`config.mk`:
```
export PLATFORM = sky130hd
export DESIGN_NAME = iter_divider
export DESIGN_NICKNAME = d
export VERILOG_FILES = /design/src/rtl/iter_divider.sv
export SDC_FILE = /design/constraint.sdc
export NUM_CORES = 1
export LEC_CHECK = 0
export ABC_CLOCK_PERIOD_IN_PS = 5400
export CAP_MARGIN = 20
export CORE_MARGIN = 4
export CORE_UTILIZATION = 25
export DETAILED_ROUTE_END_ITERATION = 7
export PLACE_DENSITY_LB_ADDON = 0.25
export SLEW_MARGIN = 20
export SYNTH_ARGS = -nofsm -noshare
export SYNTH_HDL_FRONTEND = slang
export SYNTH_SLANG_ARGS = --single-unit
```
`constraint.sdc`:
```
create_clock -name clk -period 5.4 [get_ports clk]
set_input_delay 0.54 -clock clk [delete_from_list [all_inputs] [get_ports clk]]
set_output_delay 0.54 -clock clk [all_outputs]
set_load 0.01 [all_outputs]
```
`src/rtl/iter_divider.sv`:
```
// iter_divider: multi-cycle restoring integer divider for the execute stage.
// Takes raw rs1/rs2 operands and resolves RISC-V DIV/DIVU/REM/REMU and the
// *W variants internally: sign handling, divide-by-zero and signed overflow.
//
// Ports:
//   clk, reset      rising-edge clock, asynchronous active-low reset
//   flush           abort any operation, return to idle on the next edge
//   in_valid/ready  request handshake; a, b, op_* are latched on accept
//   out_valid/ready result handshake; result is held stable while in DONE
//   result          quotient or remainder, XLEN bits
//   busy            unit is not idle
module iter_divider #(
    parameter int unsigned XLEN    = 64,
    parameter int unsigned BPC     = 1,
    parameter bit          WORD_EN = 1'b1
) (
    input  logic            clk,
    input  logic            reset,
    input  logic            flush,
    input  logic            in_valid,
    output logic            in_ready,
    input  logic [XLEN-1:0] a,
    input  logic [XLEN-1:0] b,
    input  logic            op_signed,
    input  logic            op_word,
    input  logic            op_rem,
    output logic            out_valid,
    input  logic            out_ready,
    output logic [XLEN-1:0] result,
    output logic            busy
);

    localparam int unsigned CntW = $clog2(XLEN / BPC + 1);
    localparam logic [CntW-1:0] ItersFull = CntW'(XLEN / BPC);
    localparam logic [CntW-1:0] ItersWord = CntW'(32 / BPC);

    typedef enum logic [1:0] {StIdle, StCalc, StFix, StDone} state_e;

    state_e            state_q, state_d;
    logic [CntW-1:0]   cnt_q, cnt_d;
    logic [XLEN-1:0]   quo_q, quo_d;      // dividend shifting out, quotient shifting in
    logic [XLEN-1:0]   rem_q, rem_d;
    logic [XLEN-1:0]   dvs_q, dvs_d;      // divisor magnitude
    logic              q_neg_q, q_neg_d;
    logic              r_neg_q, r_neg_d;
    logic              rem_sel_q, rem_sel_d;
    logic              word_q, word_d;
    logic [XLEN-1:0]   result_q, result_d;

    function automatic logic [XLEN-1:0] sext32(input logic [31:0] v);
        logic [XLEN-1:0] r;
        r       = {XLEN{v[31]}};
        r[31:0] = v;
        return r;
    endfunction

    function automatic logic [XLEN-1:0] zext32(input logic [31:0] v);
        return XLEN'(v);
    endfunction

    // Operand conditioning at accept time.
    logic            word_in, accept, sa, sb, div_zero, ovf;
    logic [XLEN-1:0] a_ext, b_ext, a_mag, b_mag, a_aligned, min_neg;

    always_comb begin
        word_in = WORD_EN && op_word;
        if (word_in) begin
            a_ext   = op_signed ? sext32(a[31:0]) : zext32(a[31:0]);
            b_ext   = op_signed ? sext32(b[31:0]) : zext32(b[31:0]);
            min_neg = sext32(32'h8000_0000);
        end else begin
            a_ext   = a;
            b_ext   = b;
            min_neg = {1'b1, {(XLEN-1){1'b0}}};
        end
        sa       = op_signed & a_ext[XLEN-1];
        sb       = op_signed & b_ext[XLEN-1];
        a_mag    = sa ? -a_ext : a_ext;
        b_mag    = sb ? -b_ext : b_ext;
        // Word dividends sit in the top 32 bits so the MSB-first loop works unchanged.
        a_aligned = word_in ? (a_mag << (XLEN - 32)) : a_mag;
        div_zero = (b_ext == '0);
        ovf      = op_signed && (a_ext == min_neg) && (b_ext == '1);
    end

    assign in_ready = (state_q == StIdle) && !flush;
    assign accept   = in_valid && in_ready;

    // BPC restoring shift-subtract steps per cycle.
    logic [XLEN-1:0] quo_step, rem_step;
    logic [XLEN:0]   trial;

    always_comb begin
        quo_step = quo_q;
        rem_step = rem_q;
        trial    = '0;
        for (int unsigned i = 0; i < BPC; i++) begin
            trial    = {rem_step, quo_step[XLEN-1]};
            quo_step = {quo_step[XLEN-2:0], 1'b0};
            if (trial >= {1'b0, dvs_q}) begin
                trial       = trial - {1'b0, dvs_q};
                quo_step[0] = 1'b1;
            end
            rem_step = trial[XLEN-1:0];
        end
    end

    // Sign fix-up and selection.
    logic [XLEN-1:0] q_fix, r_fix, res_fix;

    always_comb begin
        q_fix   = q_neg_q ? -quo_q : quo_q;
        r_fix   = r_neg_q ? -rem_q : rem_q;
        res_fix = rem_sel_q ? r_fix : q_fix;
        if (word_q) begin
            res_fix = sext32(res_fix[31:0]);
        end
    end

    always_comb begin
        state_d   = state_q;
        cnt_d     = cnt_q;
        quo_d     = quo_q;
        rem_d     = rem_q;
        dvs_d     = dvs_q;
        q_neg_d   = q_neg_q;
        r_neg_d   = r_neg_q;
        rem_sel_d = rem_sel_q;
        word_d    = word_q;
        result_d  = result_q;

        case (state_q)
            StIdle: begin
                if (accept) begin
                    word_d    = word_in;
                    rem_sel_d = op_rem;
                    q_neg_d   = sa ^ sb;
                    r_neg_d   = sa;
                    if (div_zero) begin
                        result_d = op_rem ? (word_in ? sext32(a[31:0]) : a) : '1;
                        state_d  = StDone;
                    end else if (ovf) begin
                        result_d = op_rem ? '0 : a_ext;
                        state_d  = StDone;
                    end else begin
                        quo_d   = a_aligned;
                        rem_d   = '0;
                        dvs_d   = b_mag;
                        cnt_d   = word_in ? ItersWord : ItersFull;
                        state_d = StCalc;
                    end
                end
            end
            StCalc: begin
                quo_d = quo_step;
                rem_d = rem_step;
                cnt_d = cnt_q - 1'b1;
                if (cnt_q == CntW'(1)) begin
                    state_d = StFix;
                end
            end
            StFix: begin
                result_d = res_fix;
                state_d  = StDone;
            end
            StDone: begin
                if (out_ready) begin
                    state_d = StIdle;
                end
            end
            default: state_d = StIdle;
        endcase

        if (flush) begin
            state_d = StIdle;
            cnt_d   = '0;
        end
    end

    always_ff @(posedge clk or negedge reset) begin
        if (!reset) begin
            state_q   <= StIdle;
            cnt_q     <= '0;
            quo_q     <= '0;
            rem_q     <= '0;
            dvs_q     <= '0;
            q_neg_q   <= 1'b0;
            r_neg_q   <= 1'b0;
            rem_sel_q <= 1'b0;
            word_q    <= 1'b0;
            result_q  <= '0;
        end else begin
            state_q   <= state_d;
            cnt_q     <= cnt_d;
            quo_q     <= quo_d;
            rem_q     <= rem_d;
            dvs_q     <= dvs_d;
            q_neg_q   <= q_neg_d;
            r_neg_q   <= r_neg_d;
            rem_sel_q <= rem_sel_d;
            word_q    <= word_d;
            result_q  <= result_d;
        end
    end

    assign out_valid = (state_q == StDone);
    assign result    = result_q;
    assign busy      = (state_q != StIdle);

endmodule

```
==> flow_summary.html <==
<table>
<tr><th>Metric</th><th>Value</th></tr>
<tr><th colspan="2">Synth</th></tr>
<tr><td>Post-synthesis cell area</td><td>23600 um^2</td></tr>
<tr><td>Total of flip-flops plus latches after synthesis</td><td>269</td></tr>
<tr><td>Syn_area_per_cell</td><td>between 7 and 8 um^2</td></tr>
<tr><td>Gate count after technology mapping</td><td>3114</td></tr>
<tr><td>Leading register cell type out of synthesis</td><td>sky130_fd_sc_hd__dfrtp_1</td></tr>
<tr><td>Sequential element share of the synthesized area</td><td>around 29%</td></tr>
<tr><td>Mapped Nets</td><td>3326</td></tr>
<tr><td>Share of synthesized flip-flops with an asynchronous set or reset</td><td>100%</td></tr>
<tr><td>Synth cell types</td><td>82</td></tr>
<tr><td>Number of enable flip-flop cells after synthesis</td><td>0</td></tr>
<tr><td>Total number of yosys warnings</td><td>0</td></tr>
<tr><th colspan="2">STA</th></tr>
<tr><td>Worst hold slack after final layout</td><td>0.480 ns</td></tr>
<tr><td>Worst slew slack as a fraction of its limit</td><td>30.3%</td></tr>
<tr><td>Min setup slack post-route</td><td>between 0.8 and 0.9 ns</td></tr>
<tr><td>Share of the clock period used by the worst path after layout</td><td>85.0%</td></tr>
<tr><td>Skew final</td><td>0.0234 ns</td></tr>
<tr><td>Maximum operating frequency</td><td>0.218 GHz</td></tr>
<tr><td>Endpoints failing hold</td><td>0</td></tr>
<tr><td>Final total negative setup slack</td><td>0 ns</td></tr>
<tr><td>Setup repair after global routing missed its margin</td><td>false</td></tr>
<tr><td>Crit path time final</td><td>4.59 ns</td></tr>
<tr><td>Slew @ Worst Pin</td><td>1.05 ns</td></tr>
<tr><td>Final setup violating endpoints</td><td>0</td></tr>
<tr><td>Final slew viol count</td><td>0</td></tr>
<tr><th colspan="2">Finish</th></tr>
<tr><td>FF+latch area</td><td>about 6700 um^2</td></tr>
<tr><td>Share of layout cells above drive strength 1</td><td>6.06%</td></tr>
<tr><td>Multi-input gate area</td><td>15600 um^2</td></tr>
<tr><td>Most common cell after layout, fill and taps aside</td><td>sky130_fd_sc_hd__a21oi_1</td></tr>
<tr><td>Number of non-filler instances in the completed layout</td><td>4491</td></tr>
<tr><td>Fill cell total of the finished layout</td><td>10200</td></tr>
<tr><td>Non-Filler Cell Area, Final</td><td>28200 um^2</td></tr>
<tr><td>P&amp;R area growth vs syn</td><td>19.6%</td></tr>
<tr><td>Net count of the finished layout</td><td>approximately 3400</td></tr>
<tr><td>Most frequent cells in the layout</td><td>333 x sky130_fd_sc_hd__a21oi_1, 330 x sky130_fd_sc_hd__nor2_1, 317 x sky130_fd_sc_hd__o21ai_0, 302 x sky130_fd_sc_hd__nand2_1, 266 x sky130_fd_sc_hd__dfrtp_1</td></tr>
<tr><td>Final standard cell utilization of the core</td><td>30.2%</td></tr>
<tr><th colspan="2">Clock network</th></tr>
<tr><td>Clock Path Buffers</td><td>3</td></tr>
<tr><td>Clock input transition at the sequential cells of the worst setup and hold paths</td><td>roughly 0.06 ns</td></tr>
<tr><td>Root buffer cell</td><td>sky130_fd_sc_hd__clkbuf_16</td></tr>
<tr><td>H-Tree Level Count</td><td>2</td></tr>
<tr><td>Source-to-sink clock delay at the later pin of the worst-skew pair</td><td>0.57 ns</td></tr>
<tr><td>CTS buffer count</td><td>36</td></tr>
<tr><td>Total clock sinks</td><td>269</td></tr>
<tr><td>CTS-repair resized insts</td><td>0</td></tr>
<tr><td>Clock tree from TritonCTS</td><td>done</td></tr>
<tr><td># Post-CTS Setup Buffers</td><td>0</td></tr>
<tr><td>Hold-fix buffers, CTS</td><td>1</td></tr>
<tr><th colspan="2">Floorplanning</th></tr>
<tr><td>Initial core utilization</td><td>25.2%</td></tr>
<tr><td>Horiz. Die Dim</td><td>315 um</td></tr>
<tr><td>Chip height</td><td>315 um</td></tr>
<tr><td>Number of ports placed on the die boundary</td><td>203</td></tr>
<tr><td>CORE AREA</td><td>between 90000 and 100000 um^2</td></tr>
<tr><td>Number of cell rows</td><td>112</td></tr>
<tr><td>Area of the die</td><td>99200 um^2</td></tr>
<tr><th colspan="2">Detailed routing</th></tr>
<tr><td>Initial DRC count</td><td>~2500</td></tr>
<tr><td>Number of DRC violations after detailed routing</td><td>0</td></tr>
<tr><td>Number of optimization iterations in the first detailed-route pass</td><td>6</td></tr>
<tr><td>Vias/cell</td><td>between 5 and 6</td></tr>
<tr><td>DR WL/cell</td><td>23.9 um</td></tr>
<tr><td>Wire length reported by the detailed router</td><td>about 110000 um</td></tr>
<tr><td>Antenna viol nets, final</td><td>0</td></tr>
<tr><td>Count of vias placed by the detailed router</td><td>24200</td></tr>
<tr><th colspan="2">Place</th></tr>
<tr><td>Total instance count after detailed placement</td><td>~4400</td></tr>
<tr><td>Detailed placement HPWL</td><td>around 85000 um</td></tr>
<tr><td>Pre-CTS setup slack</td><td>0.657 ns</td></tr>
<tr><td>Dpl cell area</td><td>roughly 27000 um^2</td></tr>
<tr><td>Number of buffer cells added on primary ports</td><td>202</td></tr>
<tr><td>Placer Congestion</td><td>0.950</td></tr>
<tr><th colspan="2">GRT</th></tr>
<tr><td>All-Layer GR Usage</td><td>21.0%</td></tr>
<tr><td>Antenna violations before repair</td><td>6</td></tr>
<tr><td>Overall overflow remaining after global route</td><td>0</td></tr>
<tr><td>Global-route wire length before repair</td><td>157000 um</td></tr>
<tr><td>Vias in the first global route</td><td>22800</td></tr>
<tr><td>Largest net degree at the start of global routing</td><td>around 120</td></tr>
<tr><th colspan="2">Worst setup path</th></tr>
<tr><td>Startpoint of the most critical register-to-register path</td><td>rem_q[0]$_DFFE_PN0P_</td></tr>
<tr><td>Crit. End Element</td><td>register</td></tr>
<tr><td>Required time at the endpoint of the critical path</td><td>5.81 ns</td></tr>
<tr><td>Classification of the worst setup path</td><td>reg2reg</td></tr>
<tr><td>Endpoint arrival time on the critical path</td><td>5.00 ns</td></tr>
<tr><td>Worst setup SP type</td><td>register</td></tr>
<tr><td>Number of cells traversed by the worst register-to-register path</td><td>12</td></tr>
<tr><td>Register-to-register path setup slack</td><td>0.81 ns</td></tr>
<tr><td>Largest fanout on the critical path</td><td>6</td></tr>
<tr><td>Capture instance of the worst register-to-register path</td><td>result[62]$_DFFE_PN0P_</td></tr>
<tr><th colspan="2">Hold path</th></tr>
<tr><td>Min-delay src</td><td>result[21]$_DFFE_PN0P_</td></tr>
<tr><td>Worst Hold End</td><td>result[21]$_DFFE_PN0P_</td></tr>
<tr><td>Min-Delay Path Depth</td><td>1</td></tr>
<tr><td>Worst Hold Class</td><td>reg2reg</td></tr>
<tr><th colspan="2">Power</th></tr>
<tr><td>Power Total</td><td>12.9 mW</td></tr>
<tr><td>Leakage</td><td>11.5 nW</td></tr>
<tr><td>Power density over the cells</td><td>459 nW/um^2</td></tr>
<tr><td>Highest ir drop seen on vdd</td><td>270 uV</td></tr>
<tr><th colspan="2">Status</th></tr>
<tr><td>Result of the run</td><td>complete, no violations</td></tr>
<tr><th colspan="2">Run</th></tr>
<tr><td>Max-cap violations</td><td>0</td></tr>
</table>
## cells in the mapped netlist, types with 21 or more instances
library cell / count / share of area [%]
sky130_fd_sc_hd__o211ai_1: 24 / 0.76
sky130_fd_sc_hd__xor2_1: 146 / 5.4
sky130_fd_sc_hd__nand2_1: 304 / 4.8
sky130_fd_sc_hd__or4_1: 33 / 1.1
sky130_fd_sc_hd__nand3_1: 41 / 0.87
sky130_fd_sc_hd__mux2_2: 21 / 1.0
sky130_fd_sc_hd__a22o_1: 39 / 1.4
sky130_fd_sc_hd__clkbuf_1: 172 / 2.7
sky130_fd_sc_hd__or3_1: 39 / 1.0
sky130_fd_sc_hd__a31oi_1: 21 / 0.56
sky130_fd_sc_hd__inv_1: 121 / 1.9
sky130_fd_sc_hd__a21o_1: 60 / 1.9
sky130_fd_sc_hd__mux2i_1: 36 / 1.5
sky130_fd_sc_hd__o31ai_1: 75 / 2.4
sky130_fd_sc_hd__a211oi_1: 45 / 1.4
sky130_fd_sc_hd__dfrtp_1: 269 / 29
sky130_fd_sc_hd__nor4_1: 41 / 1.1
sky130_fd_sc_hd__o21ai_0: 317 / 6.7
sky130_fd_sc_hd__ha_1: 75 / 4.0
sky130_fd_sc_hd__nor2_1: 334 / 5.3
sky130_fd_sc_hd__buf_2: 23 / 0.49
sky130_fd_sc_hd__nor3_1: 48 / 1.0
sky130_fd_sc_hd__xnor2_1: 152 / 5.6
sky130_fd_sc_hd__a21oi_1: 335 / 7.1
sky130_fd_sc_hd__nand4_1: 45 / 1.2
sky130_fd_sc_hd__o41ai_1: 29 / 1.1
## worst max-delay path by stage
stage / from / endpoint / slack (ns) / depth (start not counted)
detailed placement: b[7] / result[47]$_DFFE_PN0P_ / 0.66 / 10
global route: rem_q[11]$_DFFE_PN0P_ / rem_q[39]$_DFFE_PN0P_ / 0.56 / 12
CTS: rem_q[0]$_DFFE_PN0P_ / result[62]$_DFFE_PN0P_ / 0.92 / 12
finish: rem_q[0]$_DFFE_PN0P_ / result[62]$_DFFE_PN0P_ / 0.81 / 12
global placement: b[43] / result[43]$_DFFE_PN0P_ / 0.70 / 9
floorplan: quo_q[1]$_DFFE_PN0P_ / result[56]$_DFFE_PN0P_ / 2.02 / 13
## layer usage
| metal | wire [um] | up-vias | track usage (%) |
|---|---|---|---|
| met5 | 0 | - | 0 |
| met4 | 4040 | 0 | 7.47 |
| met3 | 9880 | 158 | 5.56 |
| met2 | 45000 | 1001 | 30.6 |
| met1 | 48600 | 11600 | 29.7 |
| li1 | - | 11400 | - |
## cells by family after synthesis
logic type	count (synthesis)	synth area share [%]
mux	57	2.53
simple gates	989	19.7
fa+ha+maj	76	4.07
xor+xnor	298	11.1
flops	269	28.6
compound gates	1093	28.7
buf+inv	332	5.42
## sequential cells by signal (all words and copies together), names as in the netlist
name / count
cnt_q: 7
dvs_q: 64
q_neg_q: 1
quo_q: 64
r_neg_q: 1
rem_q: 64
rem_sel_q: 1
result: 64
state_q: 2
word_q: 1
## area by class of cell
| class | count | area share, % |
|---|---|---|
| well taps | 1254 | 5.57 |
| clock buffers | 51 | 3.68 |
| diodes | 3 | 0.0266 |
| repair buffers | 266 | 9.07 |
| flip-flops and latches | 269 | 23.9 |
| inverters | 123 | 1.64 |
| clock inverters | 12 | 0.612 |
| multi-input cells | 2513 | 55.5 |
## worst max-delay path: stages (launching register included)
cell and delay (ns):
sky130_fd_sc_hd__dfrtp_1 0.47, sky130_fd_sc_hd__inv_1 0.13, sky130_fd_sc_hd__ha_1 0.22, sky130_fd_sc_hd__or4b_2 0.67
sky130_fd_sc_hd__nor4b_1 0.70, sky130_fd_sc_hd__nand3_1 0.40, sky130_fd_sc_hd__or4_1 0.54, sky130_fd_sc_hd__or2_1 0.30
sky130_fd_sc_hd__o21ai_0 0.22, sky130_fd_sc_hd__xor2_1 0.18, sky130_fd_sc_hd__o221ai_1 0.11, sky130_fd_sc_hd__o21ai_0 0.33
sky130_fd_sc_hd__a21oi_1 0.15
## where the power goes
part	switching, mW	total [mW]	internal [mW]
registers	0.932	3.66	2.72
logic	4.28	6.72	2.44
clock network	1.02	2.55	1.53
total	6.23	12.9	6.70
Power figures use the tool's default switching activity.
